==> src/rtl/quadrature_decode_nch.sv <==
// Multi-channel quadrature decoder: per-channel sync, glitch filter, Gray decode, wrapping count.
// Optional index support is compiled in with `define QDEC_INDEX_EN.

module qdec_filt #(
    parameter int W      = 2,
    parameter int FILTER = 3
) (
    input  logic         clk,
    input  logic         rst,
    input  logic [W-1:0] din,
    output logic [W-1:0] acc,
    output logic         acc_vld
);
    localparam int CW = $clog2(FILTER + 1);

    logic [W-1:0]  meta, sync, cand;
    logic [1:0]    vld_pipe;
    logic [CW-1:0] cnt, cnt_nxt;
    logic          hit;

    // cnt_nxt is the run length of identical synchronised samples including this one
    always_comb begin
        cnt_nxt = CW'(1);
        if (sync == cand)
            cnt_nxt = (cnt == CW'(FILTER)) ? cnt : cnt + CW'(1);
        hit = vld_pipe[1] && (cnt_nxt == CW'(FILTER));
    end

    always_ff @(posedge clk) begin
        if (rst) begin
            meta     <= '0;
            sync     <= '0;
            cand     <= '0;
            cnt      <= '0;
            vld_pipe <= '0;
            acc      <= '0;
            acc_vld  <= 1'b0;
        end else begin
            meta     <= din;
            sync     <= meta;
            // the filter ignores synchroniser contents left over from reset
            vld_pipe <= {vld_pipe[0], 1'b1};
            if (vld_pipe[1]) begin
                cand <= sync;
                cnt  <= cnt_nxt;
            end
            if (hit) begin
                acc     <= sync;
                acc_vld <= 1'b1;
            end
        end
    end
endmodule

module qdec_chan #(
    parameter int WIDTH  = 16,
    parameter int FILTER = 3
) (
    input  logic             clk,
    input  logic             rst,
    input  logic             a,
    input  logic             b,
    input  logic             clr,
`ifdef QDEC_INDEX_EN
    input  logic             idx,
    output logic             idx_seen,
`endif
    output logic [WIDTH-1:0] count,
    output logic             step,
    output logic             dir,
    output logic             err
);
    logic [1:0] acc_ab, prev_ab, diff;
    logic       ab_vld, prev_vld;
    logic       up, dn, bad, idx_rise;

    qdec_filt #(.W(2), .FILTER(FILTER)) u_filt_ab (
        .clk(clk), .rst(rst), .din({a, b}), .acc(acc_ab), .acc_vld(ab_vld)
    );

`ifdef QDEC_INDEX_EN
    logic acc_idx, idx_vld, prev_idx, prev_idx_vld;

    qdec_filt #(.W(1), .FILTER(FILTER)) u_filt_idx (
        .clk(clk), .rst(rst), .din(idx), .acc(acc_idx), .acc_vld(idx_vld)
    );

    always_ff @(posedge clk) begin
        if (rst) begin
            prev_idx     <= 1'b0;
            prev_idx_vld <= 1'b0;
        end else begin
            prev_idx     <= acc_idx;
            prev_idx_vld <= idx_vld;
        end
    end

    assign idx_rise = idx_vld && prev_idx_vld && acc_idx && !prev_idx;
`else
    assign idx_rise = 1'b0;
`endif

    // position around the Gray cycle 00,01,11,10
    function automatic logic [1:0] gpos(input logic [1:0] s);
        case (s)
            2'b00:   gpos = 2'd0;
            2'b01:   gpos = 2'd1;
            2'b11:   gpos = 2'd2;
            default: gpos = 2'd3;
        endcase
    endfunction

    always_comb begin
        up   = 1'b0;
        dn   = 1'b0;
        bad  = 1'b0;
        diff = gpos(acc_ab) - gpos(prev_ab);
        if (ab_vld && prev_vld) begin
            case (diff)
                2'd1:    up  = 1'b1;
                2'd3:    dn  = 1'b1;
                2'd2:    bad = 1'b1;
                default: ;
            endcase
        end
    end

    always_ff @(posedge clk) begin
        if (rst) begin
            prev_ab  <= '0;
            prev_vld <= 1'b0;
            count    <= '0;
            step     <= 1'b0;
            dir      <= 1'b0;
            err      <= 1'b0;
`ifdef QDEC_INDEX_EN
            idx_seen <= 1'b0;
`endif
        end else begin
            prev_ab  <= acc_ab;
            prev_vld <= ab_vld;
            step     <= 1'b0;
            if (clr) begin
                count <= '0;
                err   <= 1'b0;
`ifdef QDEC_INDEX_EN
                idx_seen <= 1'b0;
`endif
            end else begin
                if (bad)
                    err <= 1'b1;
                if (idx_rise) begin
                    count <= '0;
`ifdef QDEC_INDEX_EN
                    idx_seen <= 1'b1;
`endif
                end else if (up) begin
                    count <= count + WIDTH'(1);
                    dir   <= 1'b1;
                    step  <= 1'b1;
                end else if (dn) begin
                    count <= count - WIDTH'(1);
                    dir   <= 1'b0;
                    step  <= 1'b1;
                end
            end
        end
    end
endmodule

module quadrature_decode_nch #(
    parameter int CHANNELS = 2,
    parameter int WIDTH    = 16,
    parameter int FILTER   = 3
) (
    input  logic                      clk,
    input  logic                      rst,
    input  logic [CHANNELS-1:0]       a,
    input  logic [CHANNELS-1:0]       b,
    input  logic [CHANNELS-1:0]       clr,
    output logic [CHANNELS*WIDTH-1:0] count,
    output logic [CHANNELS-1:0]       step,
    output logic [CHANNELS-1:0]       dir,
    output logic [CHANNELS-1:0]       err
`ifdef QDEC_INDEX_EN
    ,
    input  logic [CHANNELS-1:0]       idx,
    output logic [CHANNELS-1:0]       idx_seen
`endif
);
    for (genvar i = 0; i < CHANNELS; i++) begin : g_ch
        qdec_chan #(.WIDTH(WIDTH), .FILTER(FILTER)) u_chan (
            .clk      (clk),
            .rst      (rst),
            .a        (a[i]),
            .b        (b[i]),
            .clr      (clr[i]),
`ifdef QDEC_INDEX_EN
            .idx      (idx[i]),
            .idx_seen (idx_seen[i]),
`endif
            .count    (count[i*WIDTH +: WIDTH]),
            .step     (step[i]),
            .dir      (dir[i]),
            .err      (err[i])
        );
    end
endmodule

==> config.mk <==
export PLATFORM = sky130hd
export DESIGN_NAME = quadrature_decode_nch
export DESIGN_NICKNAME = d
export VERILOG_FILES = /design/src/rtl/quadrature_decode_nch.sv
export SDC_FILE = /design/constraint.sdc
export NUM_CORES = 1
export LEC_CHECK = 0
export ABC_AREA = 0
export CAP_MARGIN = 0
export CORE_ASPECT_RATIO = 1.4
export CORE_MARGIN = 2
export CORE_UTILIZATION = 40
export DETAILED_ROUTE_END_ITERATION = 12
export GPL_TIMING_DRIVEN = 0
export PLACE_DENSITY = 0.65
export SLEW_MARGIN = 20
export SYNTH_ARGS = -nofsm -noshare
export SYNTH_HDL_FRONTEND = slang
export SYNTH_SLANG_ARGS = --single-unit
==> constraint.sdc <==
create_clock -name clk -period 7.2 [get_ports clk]
set_input_delay 0.72 -clock clk [delete_from_list [all_inputs] [get_ports clk]]
set_output_delay 0.72 -clock clk [all_outputs]
set_load 0.02 [all_outputs]
==> flow_summary.json <==
{
  "port_buffers": 44,
  "synth_largest_area_cell": "dfxtp_1",
  "async_reset_ff_frac": 0,
  "relSlewSlack": 0.519,
  "drt_pass1_iterations": 5,
  "maxSlewViolCount": 0,
  "place.gp.congestion": 0.878,
  "slowest_stage": "nand2_1",
  "clk_latency_ns": 0.33,
  "hp-start": "g_ch[0].u_chan.u_filt_ab.vld_pipe[0]",
  "status": "finished clean",
  "power_density_mw_per_mm2": 173,
  "cts_max_level": 3,
  "dp_hpwl_mm": 6.61,
  "die_w_um": 88.8,
  "cp_data_arrival_time_ns": 4.83,
  "clk_pin_slew_ns": 0.05,
  "seq_area_mm2": 0.00136,
  "crit_required_ns": 7.46,
  "crit_top_cell": "ha_1",
  "r2r-start": "g_ch[1].u_chan.u_filt_ab.acc[0]",
  "synth_fp_nets": 526,
  "track_usage": 0.171,
  "fmax_mhz": 219,
  "wire_per_inst_um": 13.3,
  "seq_power_share": 0.450,
  "grt_pass1_wl_mm": 14.5,
  "ys_seq_area_frac": 0.338,
  "syn_inst": 474,
  "io_pins": 46,
  "fill_cells": 965,
  "yosys.area.top_type_share": 0.338,
  "grt_setup_unrepaired": "no",
  "tritoncts": "yes",
  "max-vdd-ir-drop_mv": 0.144,
  "grt_remaining_overflow": 0,
  "p_leak_nw": 2.02,
  "num_vias": 3440,
  "p_sw_frac": 0.205,
  "combinationalPowerShare": 0.026,
  "avgViaCountPerCell": 5.14,
  "worstMarginPinSlew_ns": 0.719,
  "die_area_mm2": 0.0109,
  "path_cells": "inv_1 -> ha_1 -> ha_1 -> nor2_2 -> clkbuf_1 -> nand2_1 -> ha_1 -> a211oi_1 -> o21ai_1 -> o31ai_2 -> a32oi_1 -> a41oi_1 -> a21oi_1 -> nor3b_2",
  "drcViolationCount": 0,
  "p_sw_mw": 0.175,
  "syn_avg_cell_area_um2": 8.49,
  "cts_setup_buffers": 0,
  "cts.path.max_buffers": 2,
  "postRouteAntennaNets": 0,
  "start_util": 0.409,
  "core_mm2": 0.00985,
  "fp-row-count": 43,
  "ys_ff_latch": 68,
  "synth_ff_type": "dfxtp_1",
  "drive_above_1_share": 0.0581,
  "path_max_fanout": 18,
  "die-height_um": 123,
  "endpoint_kind": "flop",
  "nets": 581,
  "syn_to_final_growth_pct": 22.7,
  "cts_root_buf": "clkbuf_16",
  "antennaDiodeCount": 0,
  "synth_edf_count": 0,
  "period_minus_slack_ns": 4.57,
  "finalWirelength_mm": 8.91,
  "setup_viol": 0,
  "ys_types": 58,
  "cts_buffers": 9,
  "r2r_slack_ns": 2.63,
  "cts_sinks": 68,
  "cpPeakStageDelay_ns": 0.58,
  "crit_path_start": "g_ch[1].u_chan.u_filt_ab.acc[0]",
  "multi_input_comb_area_mm2": 0.00248,
  "hp-class": "flop to flop",
  "setup_tns_ns": 0,
  "grt_max_degree": 19,
  "grt_pass1_vias": 3327,
  "power.internal_mw": 0.677,
  "period_share": 0.635,
  "hold_buffers": 0,
  "clkPwrFrac": 0.524,
  "critPathLaunchType": "flop",
  "maxCapViolCount": 0,
  "fin_util": 0.502,
  "final_hold_viol_count": 0,
  "netlist_area_mm2": 0.00402,
  "cts_resized": 0,
  "ys_warn_count": 0,
  "skew_ns": 0.00494,
  "synth.top_cells.by_area": "dfxtp_1 34%, ha_1 13%, a21oi_1 5.3%",
  "antenna_found_initial": 0,
  "drt-initial-drc-count": 121,
  "critPathKind": "flop to flop"
}
[path summary, 6_finish.rpt]
check	to	depth (start not counted)
worst max-delay path	g_ch[1].u_chan.count[15]	14
worst min-delay path	g_ch[1].u_chan.u_filt_ab.vld_pipe[1]	1
worst max register to register	g_ch[1].u_chan.count[15]	14
worst min register to register	g_ch[1].u_chan.u_filt_ab.vld_pipe[1]	1
[sequential cells by signal (all words and copies together) (netlist names)]
| register | count |
|---|---|
| g_ch.u_chan.step | 2 |
| g_ch.u_chan.u_filt_ab.cand | 4 |
| g_ch.u_chan.count | 32 |
| g_ch.u_chan.prev_vld | 2 |
| g_ch.u_chan.u_filt_ab.acc | 4 |
| g_ch.u_chan.u_filt_ab.cnt | 4 |
| g_ch.u_chan.u_filt_ab.meta | 4 |
| g_ch.u_chan.prev_ab | 4 |
| g_ch.u_chan.u_filt_ab.sync | 4 |
| g_ch.u_chan.dir | 2 |
| g_ch.u_chan.u_filt_ab.acc_vld | 2 |
| g_ch.u_chan.u_filt_ab.vld_pipe | 2 |
| g_ch.u_chan.err | 2 |
[cells by family after synthesis]
| group | count (synthesis) | synth area share |
|---|---|---|
| adders and majority gates | 44 | 0.141 |
| buffers and inverters | 41 | 0.0460 |
| DFF | 68 | 0.338 |
| xor gates and xnor gates | 34 | 0.0812 |
| AOI/OAI and AO/OA | 113 | 0.181 |
| and+or+nand+nor | 166 | 0.193 |
| muxes | 8 | 0.0199 |
[cell usage after synthesis (4+ instances only)]
cell type,number
o21ai_0,7
nor3_1,7
inv_1,19
xnor2_1,20
o21ai_1,12
dfxtp_1,68
mux2i_1,8
o21a_1,4
nand2_1,50
a21o_1,10
or4_1,4
nor2b_1,17
a211oi_1,9
a21oi_1,43
buf_4,6
xor2_1,12
nand3_1,10
o211ai_1,4
and2_1,4
ha_1,42
nor2_1,54
clkbuf_1,13
[through the flow]
step | hold slack (ns) | total power [mW] | cell area (um2) | cells | worst slack (ns)
finish | 0.437 | 0.853 | 4940 | 669 | 2.63
global route | 0.456 | 0.883 | 4940 | 669 | 2.18
CTS | 0.443 | 0.865 | 4940 | 669 | 2.57
detailed placement | 0.429 | 0.414 | 4630 | 653 | 2.61
global placement | 0.418 | 0.414 | 4630 | 653 | 2.64
floorplan | 0.414 | 0.405 | 4020 | 474 | 3.51
[power by group through the flow]
stage	Sequential [mW]	Combinational [mW]	Clock, mW
floorplan	0.391	0.0142	0
global placement	0.392	0.0218	0
detailed placement	0.392	0.0224	0
CTS	0.384	0.0225	0.458
global route	0.384	0.0250	0.474
finish	0.384	0.0222	0.447
[cells in the final DEF, fill, tap and decap left out, types with 3 or more instances in the layout]
master / count
nor3_1: 7
and2_1: 4
xor2_1: 12
a21oi_1: 43
nor2_1: 54
clkdlybuf4s50_1: 44
a41oi_1: 3
clkbuf_1: 15
o21ai_0: 7
o21a_1: 4
a211oi_1: 9
xnor2_1: 20
nor2b_1: 17
clkbuf_16: 9
o21ai_1: 12
or4_1: 4
buf_4: 6
nand3_1: 10
ha_1: 42
dfxtp_1: 68
o211ai_1: 4
inv_1: 19
a21o_1: 10
nand2_1: 50
nor2_2: 3
mux2i_1: 8
[metal layers]
metal	GRT usage	part of all wire	vias to the layer above
li1	-	-	1756
met1	0.178	0.43	1612
met4	0.0824	0.023	0
met2	0.311	0.52	54
met3	0.0417	0.034	18
met5	0	0	-
[layout make-up]
| type | count | area share |
|---|---|---|
| multi-input combinational | 365 | 0.502 |
| sequential | 68 | 0.276 |
| timing repair buffer | 44 | 0.0892 |
| clock buffer | 13 | 0.0527 |
| tap | 135 | 0.0342 |
| buffer | 22 | 0.0231 |
| inverter | 19 | 0.0144 |
| clock inverter | 3 | 0.00912 |
[critical path: cells and delay by family (launching register included)]
family                   cells  cell delay [ns]
AND/OR/NAND/NOR              3             1.15
adder cells (fa/ha/maj)      3             1.14
buffers and inverters        2             0.50
AO/OA/AOI/OAI                6             1.36
flip-flops                   1             0.35
No activity file was read; power rests on OpenSTA's default activity.
